===== src/rtl/fp8_dot_seq_pkg.sv =====
// Shared E5M2/FP32 field constants, lane classification helpers and the
// sequencer state type for the FP8 dot-product sequencer.
package fp8_dot_seq_pkg;

    localparam int          EXP_MSB   = 6;
    localparam int          EXP_LSB   = 2;
    localparam int          MAN_W     = 2;
    localparam logic [4:0]  EXP_ALL1  = 5'b11111;
    localparam logic [31:0] FP32_ZERO = 32'h0000_0000;
    localparam logic [31:0] FP32_ONE  = 32'h3F80_0000;

    typedef enum logic [1:0] {
        ST_IDLE = 2'd0,
        ST_SCAN = 2'd1,
        ST_WAIT = 2'd2,
        ST_DONE = 2'd3
    } state_e;

    typedef struct packed {
        logic zero;     // magnitude bits all zero (+0 / -0)
        logic special;  // Inf or NaN
    } e5m2_class_t;

    function automatic e5m2_class_t is_e5m2_zero_or_special(input logic [7:0] x);
        e5m2_class_t c;
        c.zero    = (x[6:0] == 7'd0);
        c.special = (x[EXP_MSB:EXP_LSB] == EXP_ALL1);
        return c;
    endfunction

    // A zero product only drops out when neither side could turn it into a NaN.
    function automatic logic lane_skippable(input logic [7:0] a, input logic [7:0] b);
        e5m2_class_t ca;
        e5m2_class_t cb;
        ca = is_e5m2_zero_or_special(a);
        cb = is_e5m2_zero_or_special(b);
        return (ca.zero || cb.zero) && !ca.special && !cb.special;
    endfunction

endpackage


===== src/rtl/fp8_dot_seq.sv =====
// Walks the K E5M2 lanes of a vector pair, issuing one external MAC per
// non-trivial lane and chaining each FP32 result into the next issue.
module fp8_dot_seq
    import fp8_dot_seq_pkg::*;
#(
    parameter int RLEN = 128,
    parameter int IDXW = $clog2(RLEN/8)
) (
    input  logic            clk,
    input  logic            rst,
    input  logic            in_valid,
    output logic            in_ready,
    input  logic [RLEN-1:0] in_a,
    input  logic [RLEN-1:0] in_b,
    input  logic [31:0]     in_acc,
    output logic            mac_valid,
    output logic [7:0]      mac_a,
    output logic [7:0]      mac_b,
    output logic [31:0]     mac_acc,
    input  logic            mac_out_valid,
    input  logic [31:0]     mac_result,
    output logic            out_valid,
    input  logic            out_ready,
    output logic [31:0]     out_data,
    output logic            busy
);

    localparam int K = RLEN / 8;
    localparam logic [IDXW-1:0] LAST_IDX = IDXW'(K - 1);

    state_e            state_q, state_d;
    logic [IDXW-1:0]   idx_q, idx_d;
    logic [RLEN-1:0]   a_q, a_d, b_q, b_d;
    logic [31:0]       acc_q, acc_d;
    logic              mac_valid_q, mac_valid_d;
    logic [7:0]        mac_a_q, mac_a_d, mac_b_q, mac_b_d;
    logic [31:0]       mac_acc_q, mac_acc_d;

    logic [7:0]        lane_a, lane_b;
    logic              last_lane;

    assign lane_a    = a_q[{idx_q, 3'b000} +: 8];
    assign lane_b    = b_q[{idx_q, 3'b000} +: 8];
    assign last_lane = (idx_q == LAST_IDX);

    always_comb begin
        state_d     = state_q;
        idx_d       = idx_q;
        a_d         = a_q;
        b_d         = b_q;
        acc_d       = acc_q;
        mac_valid_d = 1'b0;
        mac_a_d     = mac_a_q;
        mac_b_d     = mac_b_q;
        mac_acc_d   = mac_acc_q;

        case (state_q)
            ST_IDLE: begin
                if (in_valid) begin
                    a_d     = in_a;
                    b_d     = in_b;
                    acc_d   = in_acc;
                    idx_d   = '0;
                    state_d = ST_SCAN;
                end
            end
            ST_SCAN: begin
                if (lane_skippable(lane_a, lane_b)) begin
                    if (last_lane) state_d = ST_DONE;
                    else           idx_d   = idx_q + 1'b1;
                end else begin
                    mac_valid_d = 1'b1;
                    mac_a_d     = lane_a;
                    mac_b_d     = lane_b;
                    mac_acc_d   = acc_q;
                    state_d     = ST_WAIT;
                end
            end
            ST_WAIT: begin
                // Results arriving in any other state are stale and dropped.
                if (mac_out_valid) begin
                    acc_d = mac_result;
                    if (last_lane) begin
                        state_d = ST_DONE;
                    end else begin
                        idx_d   = idx_q + 1'b1;
                        state_d = ST_SCAN;
                    end
                end
            end
            ST_DONE: begin
                if (out_ready) state_d = ST_IDLE;
            end
            default: state_d = ST_IDLE;
        endcase
    end

    always_ff @(posedge clk) begin
        if (rst) begin
            state_q     <= ST_IDLE;
            idx_q       <= '0;
            a_q         <= '0;
            b_q         <= '0;
            acc_q       <= FP32_ZERO;
            mac_valid_q <= 1'b0;
            mac_a_q     <= '0;
            mac_b_q     <= '0;
            mac_acc_q   <= FP32_ZERO;
        end else begin
            state_q     <= state_d;
            idx_q       <= idx_d;
            a_q         <= a_d;
            b_q         <= b_d;
            acc_q       <= acc_d;
            mac_valid_q <= mac_valid_d;
            mac_a_q     <= mac_a_d;
            mac_b_q     <= mac_b_d;
            mac_acc_q   <= mac_acc_d;
        end
    end

    assign in_ready  = (state_q == ST_IDLE);
    assign busy      = (state_q != ST_IDLE);
    assign out_valid = (state_q == ST_DONE);
    assign out_data  = acc_q;
    assign mac_valid = mac_valid_q;
    assign mac_a     = mac_a_q;
    assign mac_b     = mac_b_q;
    assign mac_acc   = mac_acc_q;

endmodule


===== config.mk =====
export PLATFORM = sky130hd
export DESIGN_NAME = fp8_dot_seq
export DESIGN_NICKNAME = d
export VERILOG_FILES = /design/src/rtl/fp8_dot_seq_pkg.sv /design/src/rtl/fp8_dot_seq.sv
export SDC_FILE = /design/constraint.sdc
export NUM_CORES = 1
export LEC_CHECK = 0
export CAP_MARGIN = 20
export CORE_ASPECT_RATIO = 1.75
export CORE_UTILIZATION = 40
export CTS_CLUSTER_SIZE = 28
export DETAILED_ROUTE_END_ITERATION = 7
export PLACE_DENSITY = 0.75
export SLEW_MARGIN = 15
export SYNTH_ARGS = -nofsm -noshare
export SYNTH_HDL_FRONTEND = slang
export SYNTH_SLANG_ARGS = --single-unit

===== constraint.sdc =====
create_clock -name clk -period 7.97 [get_ports clk]
set_clock_uncertainty 0.1 [all_clocks]
set_input_delay 1.594 -clock clk [delete_from_list [all_inputs] [get_ports clk]]
set_output_delay 1.594 -clock clk [all_outputs]
set_load 0.005 [all_outputs]

# Yosys cells after proc, flatten, opt, wreduce, memory -nomap -nowiden
# Cells that the tools add are included.
dict set report totals {
  ff_bits 343
  latchBits 0
  mem_bits_rw 0
  romBits 0
  output_inout_bits 84
  memories 0
}
dict set report classes {
  n_addsub 1
  mul 0
  n_div 0
  n_lt_le_gt_ge 0
  n_eq_ne 11
  n_shift 2
  n_mux 16
  n_bitwise 2
  reduce_logical 17
}
# operator n
set op_table {}
lappend op_table {{128-bit by 8-bit indexed part select with 8-bit output} 2}
lappend op_table {{32-bit 2-to-1 mux} 2}
lappend op_table {{32-bit one-hot mux with 2 select lines} 1}
lappend op_table {{4-bit 2-to-1 mux} 4}
lappend op_table {{7-bit logical NOT} 2}
lappend op_table {{2-bit 2-to-1 mux} 6}
lappend op_table {{4-bit one-hot mux with 3 select lines} 1}
lappend op_table {{5-bit equality test, second input constant} 2}
lappend op_table {{2-bit one-hot mux with 4 select lines} 1}
lappend op_table {{4-bit AND reduction} 2}
lappend op_table {{2-bit inequality test, second input constant} 3}
lappend op_table {{4-bit by 1-bit adder with 4-bit output, second input constant} 1}
lappend op_table {{2-bit equality test, second input constant} 2}
lappend op_table {{4-bit equality test, second input constant} 1}
lappend op_table {{2-bit AND reduction} 2}
lappend op_table {{2-bit nonzero test} 2}
lappend op_table {{3-bit inequality test, second input constant} 1}
lappend op_table {{3-bit AND reduction} 1}
lappend op_table {{3-bit nonzero test} 1}
lappend op_table {{2-bit by 1-bit equality test with 1-bit output, second input constant} 1}
lappend op_table {{1-bit logical AND} 2}
lappend op_table {{1-bit logical NOT} 2}
lappend op_table {{2-bit logical NOT} 1}
lappend op_table {{2-bit by 1-bit inequality test with 1-bit output, second input constant} 1}
lappend op_table {{other kinds (4)} 5}

# Depth between registers and ports, before layout
# Gate-level depths: netlist of the first run.
dict set report logic_depth {
  depth_word 7
  ltp_mapped 13
  mapped_depth_nobuf 8
}

# Worst setup path before layout of the first run
# Ideal clock, no wire load.
dict set report synth_path {
  path_type {input to register}
  start {in in_valid}
  end {reg acc_q[10] (netlist: out_data[10])}
  setup_ns 0.086
  arrival_time_ns 2.645
  required_ns 7.784
  path_slack_ns 5.140
  path_stages 5
  cell_sequence {o22ai_1 -> a21oi_1 -> clkbuf_1 -> nor2_1 -> a211oi_1}
}
dict set report synth_between {
  elab_chain_len 2
}
# item line_no
set synth_lines {}
lappend synth_lines {{start: declaration} fp8_dot_seq.sv:11} ;# input logic in_valid,
lappend synth_lines {{2-bit inequality test (no line)} n/a}
lappend synth_lines {{3-bit AND reduction (no line)} n/a}
lappend synth_lines {{end signal: assignment} fp8_dot_seq.sv:104} ;# acc_q <= FP32_ZERO;
lappend synth_lines {{end signal: assignment} fp8_dot_seq.sv:114} ;# acc_q <= acc_d;
lappend synth_lines {{end: declaration} fp8_dot_seq.sv:34} ;# logic [31:0] acc_q, acc_d;
# No other way between the ends.
# A chain may end at the register's enable or synchronous reset.

# Final worst setup path of the first run
dict set report layout_path {
  start {reg idx_q[0]}
  end {reg idx_q[1]}
}
dict set report layout_between {
  elab_chain_len 7
}
# item line_no
set layout_lines {}
lappend layout_lines {{start: declaration} fp8_dot_seq.sv:32} ;# logic [IDXW-1:0] idx_q, idx_d;
lappend layout_lines {{start signal: assignment} fp8_dot_seq.sv:111} ;# idx_q <= idx_d;
lappend layout_lines {{128-bit by 8-bit indexed part select with 8-bit output, on equally long branches} {fp8_dot_seq.sv:42, fp8_dot_seq.sv:43}}
lappend layout_lines {{5-bit equality test or 7-bit logical NOT (tied branches)} {fp8_dot_seq_pkg.sv:27, fp8_dot_seq_pkg.sv:26}}
lappend layout_lines {{1-bit logical NOT or 1-bit logical OR (tied branches)} fp8_dot_seq_pkg.sv:37} ;# return (ca.zero || cb.zero) && !ca.special && !cb.special;
lappend layout_lines {{1-bit logical AND (2 in series)} fp8_dot_seq_pkg.sv:37}
lappend layout_lines {{2-bit inequality test (no line)} n/a}
lappend layout_lines {{4-bit AND reduction (no line)} n/a}
# Several ways; a longest one is shown, not always the timed one. The select of a mux whose other input is x is not followed.

==> impl_metrics.yaml, run 1 <==
sta:
  timing.final.ws_setup_ns: 3.21
  hold_ws_ns: 0.355
  slew_headroom_pct: 25.6
  fmax_mhz: 210
  hold_violations: 0
  setup_violations: 0
  worstMarginPinSlew_ns: 1.11
  finalSetupTns_ns: 0
  finalCritPeriodShare_pct: 59.7
  rsz0062_at_grt: "no"
  drv_slew: 0
  min_period_ns: 4.76
place:
  post_dp_cell_area_mm2: 0.0184
  dp_hpwl_um: 36800
  gp_congestion: 0.891
  pre_cts_slack_ns: 3.23
  numPortBuffers: 408
die:
  dieWidth_um: 144
  die_area_mm2: 0.0361
  num_rows: 90
  initial_utilization_pct: 40.8
  coreArea_mm2: 0.0347
  fp.dieH_um: 251
  io_pins: 409
clocking:
  cts_tree: "done"
  clock_latency_ns: 0.59
  cts_setup_buffers: 0
  cts_hold_buffers: 0
  clkTransAtPathRegs_ns: 0.07
  cts_buffers: 31
  clock_path_buffers: 3
  cts_root_buffer: "clkbuf_16"
  ctsResizeCount: 0
  clock-sinks: 343
  htreeDepth: 1
power:
  peakVddDrop_v: 0.000196
  p_seq_share_pct: 40.1
  switching_share_pct: 34.0
  p_leak_nw: 7.29
  switching_power_mw: 2.00
  power_mw: 5.89
  power_frac_comb_pct: 33.2
  pwr-share-clk_pct: 26.7
  power_density_mw_per_mm2: 302
  p_int_mw: 3.89
synthesis:
  ys_ff_latch: 343
  synth.area.top_cells: "dfxtp_1 (49%), nand2_1 (14%), mux4_2 (11%)"
  syn_inst: 1606
  syn_area_mm2: 0.0141
  synth_top_area_share_pct: 48.6
  yosysUniqueCellTypes: 37
  synth_common_cells: "nand2_1 (533), dfxtp_1 (343), a21oi_1 (259), clkbuf_1 (112), nor2_1 (83)"
  synth_edf_count: 0
  yosysTopAreaCell: "dfxtp_1"
  syn_avg_cell_area_um2: 8.80
  async_flop_share_pct: 0
  ys_seq_area_share_pct: 48.6
  ys.warnings.count: 0
  synth_most_common_cell: "nand2_1"
  syn-num-nets: 1936
  synth_ff_type: "dfxtp_1"
worst_setup_path:
  crit_arrival_ns: 5.10
  setup.worst_path.end_class: "flip-flop"
  ff2ff_setup_slack_ns: 3.21
  crit_type: "reg -> reg"
  worst-path-max-fanout: 46
  worst_setup_path_start_kind: "flip-flop"
  required_ns: 8.31
route:
  wl_um: 49100
  vias: 12800
  antenna_left: 0
  drtPass1Iterations: 6
  wl_per_cell_um: 20.3
  via_per_inst: 5.31
  drt_iter0_markers: 1154
  drc: 0
finish:
  multi_input_area_mm2: 0.00671
  n_fill_cell: 3113
  nets: 2256
  syn_to_final_growth_pct: 37.9
  final_cell_area_mm2: 0.0195
  seq_area_mm2: 0.00687
  layout-drive-gt1-share_pct: 7.38
global_routing:
  met2_usage_pct: 47.1
  grt_overflow: 0
  grt_max_degree: 257
  grt_use_total_pct: 26.4
  grt_util_met3_pct: 3.96
  antenna_found_initial: 8
  top_usage_layer: "met2"
  grt_pass1_wl_um: 70800
  grt_pass1_vias: 12600
  grt_use_met1_pct: 25.6
worst_hold_path:
  hold_path_class: "reg -> reg"
outcome:
  status: "completed"
run:
  drv_cap: 0
layer usage:
metal / wire length [um] / part of all wire [%] / up-vias
met4: 4580 / 9.3 / 0
met3: 3310 / 6.7 / 184
li1: - / - / 6100
met5: 0 / 0 / -
met2: 25500 / 52 / 573
met1: 15800 / 32 / 5974
through the flow:
| step | util [%] | std cells |
|---|---|---|
| after floorplan | - | 1606 |
| after global placement | 52.9 | 2351 |
| after detailed placement | 53.0 | 2352 |
| after CTS | 56.1 | 2409 |
| after global routing | 56.2 | 2418 |
| final | 56.2 | 2418 |
registers in the layout, indices dropped and copies added, names as in the netlist:
register,cells
state_q,2
mac_valid,1
out_data,32
mac_a,8
idx_q,4
mac_acc,32
b_q,128
a_q,128
mac_b,8
critical path, cell delays in order, from the launching register on:
cell	delay (ns)
dfxtp_4	0.69
buf_4	0.68
mux4_2	0.60
a22oi_1	0.20
nand2_1	0.13
nor4_1	0.41
a22oi_1	0.26
o21ai_4	0.39
buf_4	0.69
and3_1	0.32
o32ai_1	0.08
final cells by class:
class,count,area share (%)
antenna,8,0.103
clock buffer,37,4.35
clock inverter,20,1.15
inverter,6,0.116
multi-input combinational,1125,34.4
sequential,343,35.3
tap,460,2.95
timing repair buffer,419,21.7
power by group through the flow:
stage	clock, mW	combinational [mW]	sequential [mW]
floorplan	0	1.27	2.26
finish	1.58	1.95	2.36
CTS	1.59	1.96	2.36
global placement	0	1.89	2.38
global route	1.66	2.13	2.40
detailed placement	0	1.95	2.39
final timing paths:
check,from,to,depth (start not counted)
worst max-delay path,idx_q[0]$_SDFFE_PP0P_,idx_q[1]$_SDFFE_PP0P_,10
worst min-delay path,b_q[95]$_SDFFE_PP0P_,b_q[95]$_SDFFE_PP0P_,2
worst max register to register,idx_q[0]$_SDFFE_PP0P_,idx_q[1]$_SDFFE_PP0P_,10
worst min register to register,b_q[95]$_SDFFE_PP0P_,b_q[95]$_SDFFE_PP0P_,2
placed cells by master (no fill, tap or decap), types with 3 or more instances in the layout:
cell type          n
dfxtp_1          341
clkinv_2          10
a22oi_1           29
a21oi_1          258
bufinv_16          4
mux4_2            66
buf_4              7
nand2b_1           3
nor2_1            83
clkdlybuf4s50_1  407
a211oi_1          34
o22ai_1            3
ha_1               4
o21ai_0            3
nor3_1             3
clkbuf_8           5
nand3_1            3
clkbuf_16         31
nand2_1          532
diode_2            8
mux2i_1           80
inv_6              3
inv_1              6
logic make-up (layout without fill, tap and decap cells):
logic type,count (synthesis),count (layout),share of synthesized area [%]
AND/OR/NAND/NOR,640,640,17.5
flip-flops,343,343,48.6
adder cells (fa/ha/maj),5,5,0.442
AO/OA/AOI/OAI,334,334,13.1
buffers and inverters,138,482,4.22
other,0,8,0
multiplexers,146,146,16.2
Note: power is estimated with default switching activity, not from simulation.
==> inputs of run 2 (changes only) <==
--- a/config.mk
+++ b/config.mk
@@ -10,7 +10,7 @@
 export CORE_UTILIZATION = 40
 export CTS_CLUSTER_SIZE = 28
 export DETAILED_ROUTE_END_ITERATION = 7
-export PLACE_DENSITY = 0.75
+export PLACE_DENSITY = 0.78
 export SLEW_MARGIN = 15
 export SYNTH_ARGS = -nofsm -noshare
 export SYNTH_HDL_FRONTEND = slang
==> constraint.sdc (replaced) <==
create_clock -name clk -period 4 [get_ports clk]
set_clock_uncertainty 0.1 [all_clocks]
set_input_delay 0.8 -clock clk [delete_from_list [all_inputs] [get_ports clk]]
set_output_delay 0.8 -clock clk [all_outputs]
set_load 0.005 [all_outputs]
==> run 2 against run 1 <==
  * Count of clock-buffer cells in the layout up 5
  * Die area did not move
  * Sequential share of layout area down 0.27 points
  * Non-clock buffer count grew 13
  * Final area rose by 0.76%
  * Largest cell class unchanged
==> impl_metrics.yaml, run 2 (synthesis gave the netlist of run 1 again) <==
outcome:
  status: "completed"
sta:
  rsz0062_at_grt: "no"
  drv_slew: 0
  min_period_ns: 3.47
  finalSetupTns_ns: 0
  setup_violations: 0
  finalCritPeriodShare_pct: 86.8
  hold_violations: 0
  fmax_mhz: 288
  worstMarginPinSlew_ns: 1.13
  slew_headroom_pct: 24.4
global_routing:
  grt_pass1_vias: 13000
  grt_use_total_pct: 27.4
  grt_overflow: 0
  grt_util_met3_pct: 4.05
  grt_pass1_wl_um: 73000
  grt_use_met1_pct: 26.7
  top_usage_layer: "met2"
  grt_max_degree: 150
  met2_usage_pct: 50.0
  antenna_found_initial: 6
worst_setup_path:
  timing.rr.start: "idx_q[0]$_SDFFE_PP0P_"
  ff2ff_setup_slack_ns: 0.53
  crit_type: "reg -> reg"
  required_ns: 4.31
  rr_worst_depth: 10
  crit-reg2reg-capture: "mac_acc[13]$_SDFFE_PP0P_"
  setup.worst_path.end_class: "flip-flop"
  worst_setup_path_start_kind: "flip-flop"
  crit_arrival_ns: 3.79
  worst-path-max-fanout: 54
route:
  antenna_left: 0
  wl_um: 50300
  via_per_inst: 5.35
  wl_per_cell_um: 20.7
  drtPass1Iterations: 5
  vias: 13000
  drc: 0
  drt_iter0_markers: 1007
die:
  initial_utilization_pct: 40.8
  num_rows: 90
  io_pins: 409
  die_area_mm2: 0.0361
  coreArea_mm2: 0.0347
  dieWidth_um: 144
  fp.dieH_um: 251
finish:
  n_fill_cell: 3084
  fin_cells: 2424
  syn_to_final_growth_pct: 38.9
  layout-drive-gt1-share_pct: 7.61
  final_cell_mix: "nand2_1 (532), clkdlybuf4s50_1 (407), dfxtp_1 (341), a21oi_1 (258), nor2_1 (83)"
  final_common_cell: "nand2_1"
  largest_registers: "a_q: 128 flops, b_q: 128 flops"
  nets: 2268
clocking:
  htreeDepth: 1
  clkTransAtPathRegs_ns: 0.07
  clock_path_buffers: 3
  ctsResizeCount: 0
  cts_buffers: 30
  cts_tree: "done"
  cts_root_buffer: "clkbuf_16"
  clock-sinks: 343
  clock_latency_ns: 0.57
  cts_setup_buffers: 0
  cts_hold_buffers: 0
power:
  peakVddDrop_v: 0.000329
  power_density_mw_per_mm2: 602
  p_leak_nw: 7.36
  power_mw: 11.8
place:
  dp_hpwl_um: 38200
  gp_congestion: 0.898
  numPortBuffers: 408
  placed_cells: 2366
worst_hold_path:
  min_path_cells: 2
  holdPathEnd: "b_q[8]$_SDFFE_PP0P_"
  hold_path_class: "reg -> reg"
  min-delay-start: "b_q[8]$_SDFFE_PP0P_"
run:
  drv_cap: 0
[run 2: worst max-delay path by stage]
stage / slack (ns) / start / endpoint / cells past startpoint
final: 0.53 / idx_q[0]$_SDFFE_PP0P_ / mac_acc[13]$_SDFFE_PP0P_ / 10
after global routing: 0.30 / idx_q[0]$_SDFFE_PP0P_ / idx_q[1]$_SDFFE_PP0P_ / 10
after CTS: 0.53 / idx_q[0]$_SDFFE_PP0P_ / idx_q[1]$_SDFFE_PP0P_ / 10
after detailed placement: 0.53 / idx_q[0]$_SDFFE_PP0P_ / idx_q[1]$_SDFFE_PP0P_ / 10
after global placement: 0.64 / idx_q[0]$_SDFFE_PP0P_ / idx_q[1]$_SDFFE_PP0P_ / 10
after floorplan: 1.19 / idx_q[0]$_SDFFE_PP0P_ / mac_acc[10]$_SDFFE_PP0P_ / 12
[run 2: routing by layer]
metal | vias to the layer above | wire (um) | part of all wire [%]
met1 | 6121 | 16400 | 33
met4 | 0 | 4110 | 8.2
met2 | 558 | 26500 | 53
li1 | 6125 | - | -
met3 | 176 | 3220 | 6.4
met5 | - | 0 | 0
[run 2: where the power goes]
| part | internal (mW) | switching (mW) | total (mW) |
|---|---|---|---|
| combinational | 1.94 | 2.17 | 4.11 |
| sequential | 4.13 | 0.519 | 4.65 |
| clock | 1.78 | 1.29 | 3.07 |
[run 2: cell type report]
type / instances / area [um2] / share of cell area, %
Sequential cell: 343 / 6870 / 35.0
Antenna cell: 5 / 12.5 / 0.0637
Multi-Input combinational cell: 1125 / 6710 / 34.2
Tap cell: 460 / 576 / 2.93
Clock buffer: 42 / 877 / 4.47
Inverter: 6 / 22.5 / 0.115
Timing Repair Buffer: 432 / 4410 / 22.4
Clock inverter: 11 / 164 / 0.835
[run 2: stage by stage]
| step | setup WS (ns) | area, um2 | hold slack [ns] | utilization [%] |
|---|---|---|---|---|
| after global placement | 0.642 | 18600 | 0.339 | 53.6 |
| after detailed placement | 0.534 | 18600 | 0.343 | 53.6 |
| after floorplan | 1.19 | 14100 | 0.333 | - |
| final | 0.527 | 19600 | 0.355 | 56.6 |
| after global routing | 0.298 | 19600 | 0.376 | 56.6 |
| after CTS | 0.525 | 19600 | 0.353 | 56.6 |
[run 2: worst max-delay path, stage by stage (launching register included)]
cell and delay, ns:
dfxtp_4 0.43, buf_4 0.33, mux4_2 0.54, a22oi_1 0.21, nand2_1 0.13, nor4_1 0.43, a22oi_1 0.25, o21ai_4 0.20
buf_12 0.36, mux2i_1 0.24, nor2_1 0.06
